<file path="src/rtl/npu_mem_reader.sv">
// Sequential byte reader for the 512x8 NPU memory banks.
// Streams base..base+len-1 (mod DEPTH) out on a valid/ready port.
module npu_mem_reader #(
    parameter int DEPTH = 512,
    parameter int WIDTH = 8,
    parameter int MEMSEL_W = 6,
    parameter int REGSEL_W = 9,
    parameter logic [MEMSEL_W-1:0] MEM_ADDR = 6'b000010
) (
    input  logic                clk,
    input  logic                rst_n,
    input  logic                start,
    input  logic [REGSEL_W-1:0] cfg_base,
    input  logic [REGSEL_W:0]   cfg_len,
    output logic                busy,
    output logic                done,
    output logic                err,
    output logic [MEMSEL_W-1:0] mem_adr,
    output logic [REGSEL_W-1:0] reg_adr,
    output logic                we,
    input  logic [WIDTH-1:0]    rdata,
    output logic [WIDTH-1:0]    m_data,
    output logic                m_valid,
    input  logic                m_ready
);

    localparam int LEN_W = REGSEL_W + 1;

    typedef enum logic [1:0] {
        S_IDLE,
        S_RUN,
        S_DRAIN
    } state_t;

    state_t              state_q, state_d;
    logic [REGSEL_W-1:0] nxt_q, nxt_d;
    logic [REGSEL_W-1:0] last_q, last_d;
    logic [LEN_W-1:0]    cnt_q, cnt_d;
    logic                inflight_q, inflight_d;
    logic                err_q, err_d;
    logic [WIDTH-1:0]    fifo_q [2];
    logic [WIDTH-1:0]    fifo_d [2];
    logic                wr_q, wr_d;
    logic                rd_q, rd_d;
    logic [1:0]          fcnt_q, fcnt_d;

    logic len_ok;
    logic pop;
    logic push;
    logic issue;
    logic done_c;

    assign len_ok = (cfg_len != '0) && (cfg_len <= LEN_W'(DEPTH));
    assign pop    = (fcnt_q != 2'd0) && m_ready;
    assign push   = inflight_q;

    // A same-cycle pop frees a slot, so one byte per cycle is sustained
    // without ever letting FIFO plus in-flight read exceed two entries.
    assign issue = (state_q == S_RUN) && (cnt_q != '0) &&
                   (({1'b0, fcnt_q} + {2'b0, inflight_q}) <
                    (3'd2 + {2'b0, pop}));

    always_comb begin
        state_d    = state_q;
        nxt_d      = nxt_q;
        last_d     = last_q;
        cnt_d      = cnt_q;
        err_d      = 1'b0;
        inflight_d = issue;
        done_c     = 1'b0;
        fifo_d     = fifo_q;
        wr_d       = wr_q;
        rd_d       = rd_q;
        fcnt_d     = fcnt_q;

        unique case (state_q)
            S_IDLE: begin
                if (start) begin
                    if (len_ok) begin
                        nxt_d   = cfg_base;
                        cnt_d   = cfg_len;
                        state_d = S_RUN;
                    end else begin
                        err_d = 1'b1;
                    end
                end
            end
            S_RUN: begin
                if (issue) begin
                    last_d = nxt_q;
                    nxt_d  = nxt_q + 1'b1;
                    cnt_d  = cnt_q - 1'b1;
                    if (cnt_q == LEN_W'(1)) begin
                        state_d = S_DRAIN;
                    end
                end
            end
            S_DRAIN: begin
                if (pop && (fcnt_q == 2'd1) && !inflight_q) begin
                    done_c  = 1'b1;
                    state_d = S_IDLE;
                end
            end
            default: state_d = S_IDLE;
        endcase

        if (push) begin
            fifo_d[wr_q] = rdata;
            wr_d         = ~wr_q;
        end
        if (pop) begin
            rd_d = ~rd_q;
        end
        fcnt_d = fcnt_q + {1'b0, push} - {1'b0, pop};
    end

    always_ff @(posedge clk) begin
        if (!rst_n) begin
            state_q    <= S_IDLE;
            nxt_q      <= '0;
            last_q     <= '0;
            cnt_q      <= '0;
            inflight_q <= 1'b0;
            err_q      <= 1'b0;
            fifo_q[0]  <= '0;
            fifo_q[1]  <= '0;
            wr_q       <= 1'b0;
            rd_q       <= 1'b0;
            fcnt_q     <= 2'd0;
        end else begin
            state_q    <= state_d;
            nxt_q      <= nxt_d;
            last_q     <= last_d;
            cnt_q      <= cnt_d;
            inflight_q <= inflight_d;
            err_q      <= err_d;
            fifo_q[0]  <= fifo_d[0];
            fifo_q[1]  <= fifo_d[1];
            wr_q       <= wr_d;
            rd_q       <= rd_d;
            fcnt_q     <= fcnt_d;
        end
    end

    assign busy    = (state_q != S_IDLE);
    assign done    = done_c;
    assign err     = err_q;
    assign mem_adr = MEM_ADDR;
    assign we      = 1'b0;
    assign reg_adr = issue ? nxt_q : last_q;
    assign m_valid = (fcnt_q != 2'd0);
    assign m_data  = fifo_q[rd_q];

endmodule

</file>
<file path="config.mk">
export PLATFORM = sky130hd
export DESIGN_NAME = npu_mem_reader
export DESIGN_NICKNAME = d
export VERILOG_FILES = /design/src/rtl/npu_mem_reader.sv
export SDC_FILE = /design/constraint.sdc
export NUM_CORES = 1
export LEC_CHECK = 0
export CORE_MARGIN = 2
export CORE_UTILIZATION = 53
export CTS_BUF_LIST = sky130_fd_sc_hd__clkbuf_4 sky130_fd_sc_hd__clkbuf_8
export DETAILED_ROUTE_END_ITERATION = 12
export PLACE_DENSITY = 0.82
export SLEW_MARGIN = 25
export SYNTH_ARGS = -nofsm -noshare
export SYNTH_HDL_FRONTEND = slang
export SYNTH_SLANG_ARGS = --single-unit
</file>
<file path="constraint.sdc">
create_clock -name clk -period 2.65 [get_ports clk]
set_input_delay 0.3975 -clock clk [delete_from_list [all_inputs] [get_ports clk]]
set_output_delay 0.3975 -clock clk [all_outputs]
set_load 0.01 [all_outputs]
</file>
Yosys cells after proc, flatten, opt, wreduce, memory -nomap -nowiden
Cells that the tools add are included.
{"block": "totals", "wordCells": 76, "ff_bits": 52, "out_inout_bits": 28}
{"block": "classes", "n_bitwise": 4, "n_lt_le_gt_ge": 5, "n_mux": 24, "reduce_logical": 17, "addsub": 6, "n_eq_ne": 9}
{"op": "$mux 9", "count": 4}
{"op": "$mux 8", "count": 4}
{"op": "$mux 10", "count": 3}
{"op": "$pmux 10 s2", "count": 1}
{"op": "$reduce_bool 10->1", "count": 2}
{"op": "$pmux 9 s2", "count": 1}
{"op": "$bwmux 16", "count": 1}
{"op": "$eq 10x1->1 const B", "count": 1}
{"op": "$le 10x10->1 const B", "count": 1}
{"op": "$mux 2", "count": 5}
{"op": "$sub 10x1->10 const B", "count": 1}
{"op": "$add 9x1->9 const B", "count": 1}
{"op": "$demux 8 s1", "count": 1}
{"op": "$ne 2x2->1 const B", "count": 4}
{"op": "$logic_and 1x1->1", "count": 7}
{"op": "$pmux 2 s3", "count": 1}
{"op": "$reduce_bool 2->1", "count": 3}
{"op": "$reduce_and 5->1", "count": 1}
{"op": "$eq 2x1->1 const B", "count": 2}
{"op": "$ge 2x2->1 const B", "count": 2}
{"op": "$not 1->2", "count": 2}
{"op": "$reduce_and 4->1", "count": 1}
{"op": "$add 2x1->3", "count": 1}
{"op": "$add 2x1->3 const A", "count": 1}
{"op": "11 further kinds", "count": 14}

Logic depth before layout (Yosys ltp)
{"block": "depth", "ltp_word": 7, "depth_mapped": 8}

Least setup slack after synthesis
OpenSTA, ideal clock, no wires.
{"block": "synth_timing", "kind": "register to output", "start": "register inflight_q", "end": "output port reg_adr[0]", "arrival_ns": 1.894, "stages_incl_launch_ff": 7, "setup_slack_ns": 0.358, "cell_sequence": "dfxtp_1 ha_1 ha_1 o21a_1 a2111oi_4 buf_6 mux2_4"}
{"block": "synth_between", "elab_chain_len": 4}
{"element": "from (decl)", "line": "39", "rtl": "logic inflight_q, inflight_d;"}
{"element": "from (signal assigned)", "line": "135", "rtl": "inflight_q <= inflight_d;"}
{"element": "$add 2x1->3", "line": "60", "rtl": "(({1'b0, fcnt_q} + {2'b0, inflight_q}) <"}
{"element": "$lt 3x3->1", "line": "60"}
{"element": "$logic_and 1x1->1", "line": "59", "rtl": "assign issue = (state_q == S_RUN) && (cnt_q != '0) &&"}
{"element": "$mux 9"}
{"element": "to (decl)", "line": "19", "rtl": "output logic [REGSEL_W-1:0] reg_adr,"}
Every way passes these cells.

Worst setup path after layout
{"block": "layout_timing", "start": "input port m_ready", "end": "output port reg_adr[7]"}
{"block": "layout_between", "elab_chain_len": 5}
{"element": "from (decl)", "line": "24", "rtl": "input logic m_ready"}
{"element": "$logic_and 1x1->1", "line": "54", "rtl": "assign pop = (fcnt_q != 2'd0) && m_ready;"}
{"element": "$add 2x1->3", "line": "61", "rtl": "(3'd2 + {2'b0, pop}));"}
{"element": "$lt 3x3->1", "line": "60"}
{"element": "$logic_and 1x1->1", "line": "59"}
{"element": "$mux 9"}
Every way passes these cells.

==> metrics <==
Setup Viol. Count Final 0; TritonCTS buffer count 5; status completed; post-DR vias/cell about 5.8; max_slew headroom between 40% and 50%; CP max stage delay about 0.50 ns; largest net degree at the start of global routing 37; Max clock buf depth 2; placed wire-length estimate between 4 and 5 mm; Slew @ Worst Pin between 0.8 and 0.9 ns; CP cell instances clkdlybuf4s50_1 -> o21ai_2 -> o21a_4 -> a2111oi_4 -> buf_4 -> buf_12 -> mux2_2 -> buf_2; Crit Path Max Fanout 5; max-cap violations 0; Tot Pwr about 2.4 mW; Post-Synthesis Cell Area around 2800 sq um; GR Overflow Total 0; Post-Synthesis Cells roughly 340; f_max around 390 MHz; CP Buf/Inv Count 4; Boundary Pins just under 60; post-route minimum period between 2 and 3 ns; cell family with most CP delay buffers and inverters; Std-Cell Rows 26; critical path type in -> out; DR iter-0 viols around 190; leakage around 1.4 nW; filler cell count between 400 and 500; initial core utilization 55.0%; worst skew pair latency ~0.31 ns; first-pass GRT wire length about 12 mm; Final Skew between 0.006 and 0.007 ns; GPL Wtd Cong roughly 0.85; Finished Core Util between 70% and 80%; drt first pass iters 4; Vias 2661; Worst-path clk slew approximately 0.10 ns; Die Ht 77.0 microns; Main synth FF type dfxtp_1; register bit total from synthesis 52; Yosys warnings 0; Hold Slack 0.459 ns; fin nets 430; worst vdd ir 0.362 mV; share of post-route cells with drive strength above 1 between 20 and 25%; # DRC 0; Unique masters post-synth between 50 and 60; total length of routed wires roughly 7.3 mm; Min-Delay Path Class reg -> reg; WP data arrival about 2.2 ns; vias in the first global route roughly 2500; crit start category primary input; Tcrit/Tclk final between 90% and 100%; # clock sinks 52; Antenna diodes 0; H-tree depth 2; syn avg cell area 8.43 sq um; Port Buffer Count 51; CP max-delay cell clkdlybuf4s50_1; initial antenna violation count 0; Core Region 5140 sq um; most common cell after layout, fill and taps aside nand2_1; number of synthesized flops with an enable pin 0; die width a little under 80 microns; DR WL/cell 15.7 microns; root buffer cell clkbuf_8; Global Route Usage Sum about a quarter; Die ar. between 5000 and 6000 sq um; Power Density 650 nW/um^2; register area share after synthesis roughly 37%; Routed Antenna Nets 0; Max Slew Vio Count 0; P&R area growth vs syn 28.0%; required time worst endpoint roughly 2.3 ns; ys async rst share 0%; CTS tree done; most frequent cells in the layout nand2_1, dfxtp_1, clkdlybuf4s50_1, a21oi_1, buf_4; CP Capture Type output pin; Final Hold Fails 0
==> layer usage <==
| metal | vias up | routed length, microns | track usage (%) |
|---|---|---|---|
| met1 | 1241 | 3010 | 30.9 |
| met3 | 15 | 484 | 5.41 |
| met4 | 0 | 120 | 8.93 |
| li1 | 1292 | - | - |
| met5 | - | 0 | 0 |
| met2 | 113 | 3650 | 42.2 |
==> through the flow <==
| stage | TNS (ns) | setup WS, ns | std cells | cell area, sq um |
|---|---|---|---|---|
| finish | 0 | 0.0659 | 462 | 3620 |
| global route | -0.000203 | -0.000203 | 462 | 3620 |
| floorplan | 0 | 0.358 | 340 | 2840 |
| global placement | -2.47 | -0.304 | 447 | 3420 |
| CTS | -0.0180 | -0.00983 | 460 | 3610 |
| detailed placement | -2.68 | -0.331 | 447 | 3420 |
==> sequential cells by signal (all words and copies together) (netlist names) <==
register,cells
state_q,2
wr_q,1
last_q,9
cnt_q,10
fifo_q,16
inflight_q,1
fcnt_q,2
nxt_q,9
rd_q,1
err,1
==> final cells by class <==
cell class | instances | area, sq um | area share [%]
timing repair buffer | 73 | 673 | 18.6
clock buffer | 5 | 68.8 | 1.90
tap | 70 | 87.6 | 2.42
clock inverter | 3 | 46.3 | 1.28
sequential | 52 | 1050 | 29.0
multi-input combinational | 250 | 1660 | 45.8
inverter | 9 | 33.8 | 0.934
==> final timing paths <==
kind / start / end / slack (ns) / depth (start not counted)
setup / recovery: m_ready / reg_adr[7] / 0.07 / 8
hold reg to reg: fifo_q[13] / fifo_q[13] / 0.46 / 2
setup reg to reg: cnt_q[6] / nxt_q[5] / 0.21 / 8
hold / removal: fifo_q[13] / fifo_q[13] / 0.46 / 2
==> report_power, final <==
part | total, mW | switching, mW | internal [mW]
registers | 0.967 | 0.105 | 0.862
clock network | 0.561 | 0.276 | 0.285
logic | 0.822 | 0.399 | 0.423
==> worst min-delay path, cell delays in order, from the launching register on <==
cell and delay (ns):
dfxtp_1 0.32, nand2_1 0.05, a21oi_1 0.05
==> Yosys cell counts, types with 3 or more instances <==
cell type / count / area (sq um)
nor2b_1: 5 / 31.3
mux2_4: 7 / 105
mux2_2: 12 / 135
o32ai_1: 4 / 35.0
o21ai_0: 3 / 15.0
dfxtp_1: 52 / 1040
inv_1: 8 / 30.0
nand2b_1: 3 / 18.8
and2_1: 11 / 68.8
and3_1: 3 / 18.8
nand2_1: 55 / 206
a21oi_1: 38 / 190
nand3_1: 14 / 70.1
o31ai_1: 3 / 22.5
nor2_1: 11 / 41.3
clkbuf_1: 19 / 71.3
a31oi_1: 3 / 18.8
ha_1: 8 / 100
a22oi_1: 5 / 37.5
buf_4: 7 / 52.6
o32ai_2: 3 / 48.8
o22ai_1: 6 / 37.5
nor3_1: 11 / 55.1
nor3b_1: 4 / 30.0
o21a_1: 4 / 30.0
==> kinds of logic (layout without fill, tap and decap cells) <==
group	Yosys count	in the layout	share of synthesized area [%]
muxes	20	20	8.86
buffers and inverters	38	90	6.51
adders and majority gates	8	8	3.54
and+or+nand+nor	128	128	22.2
AOI/OAI and AO/OA	84	84	20.8
DFF	52	52	36.8
xor gates and xnor gates	3	3	0.930
other	2	7	0.266
==> timing repair <==
| action | CTS | global route |
|---|---|---|
| buffers inserted | 4 | 3 |
| pin swaps | 3 | 0 |
| endpoints found under the setup margin | 10 | 9 |
| hold buffers | 0 | 0 |
| gates resized for setup | 44 | 10 |
| gates cloned | 1 | 0 |
Note: power is estimated with default switching activity, not from simulation.
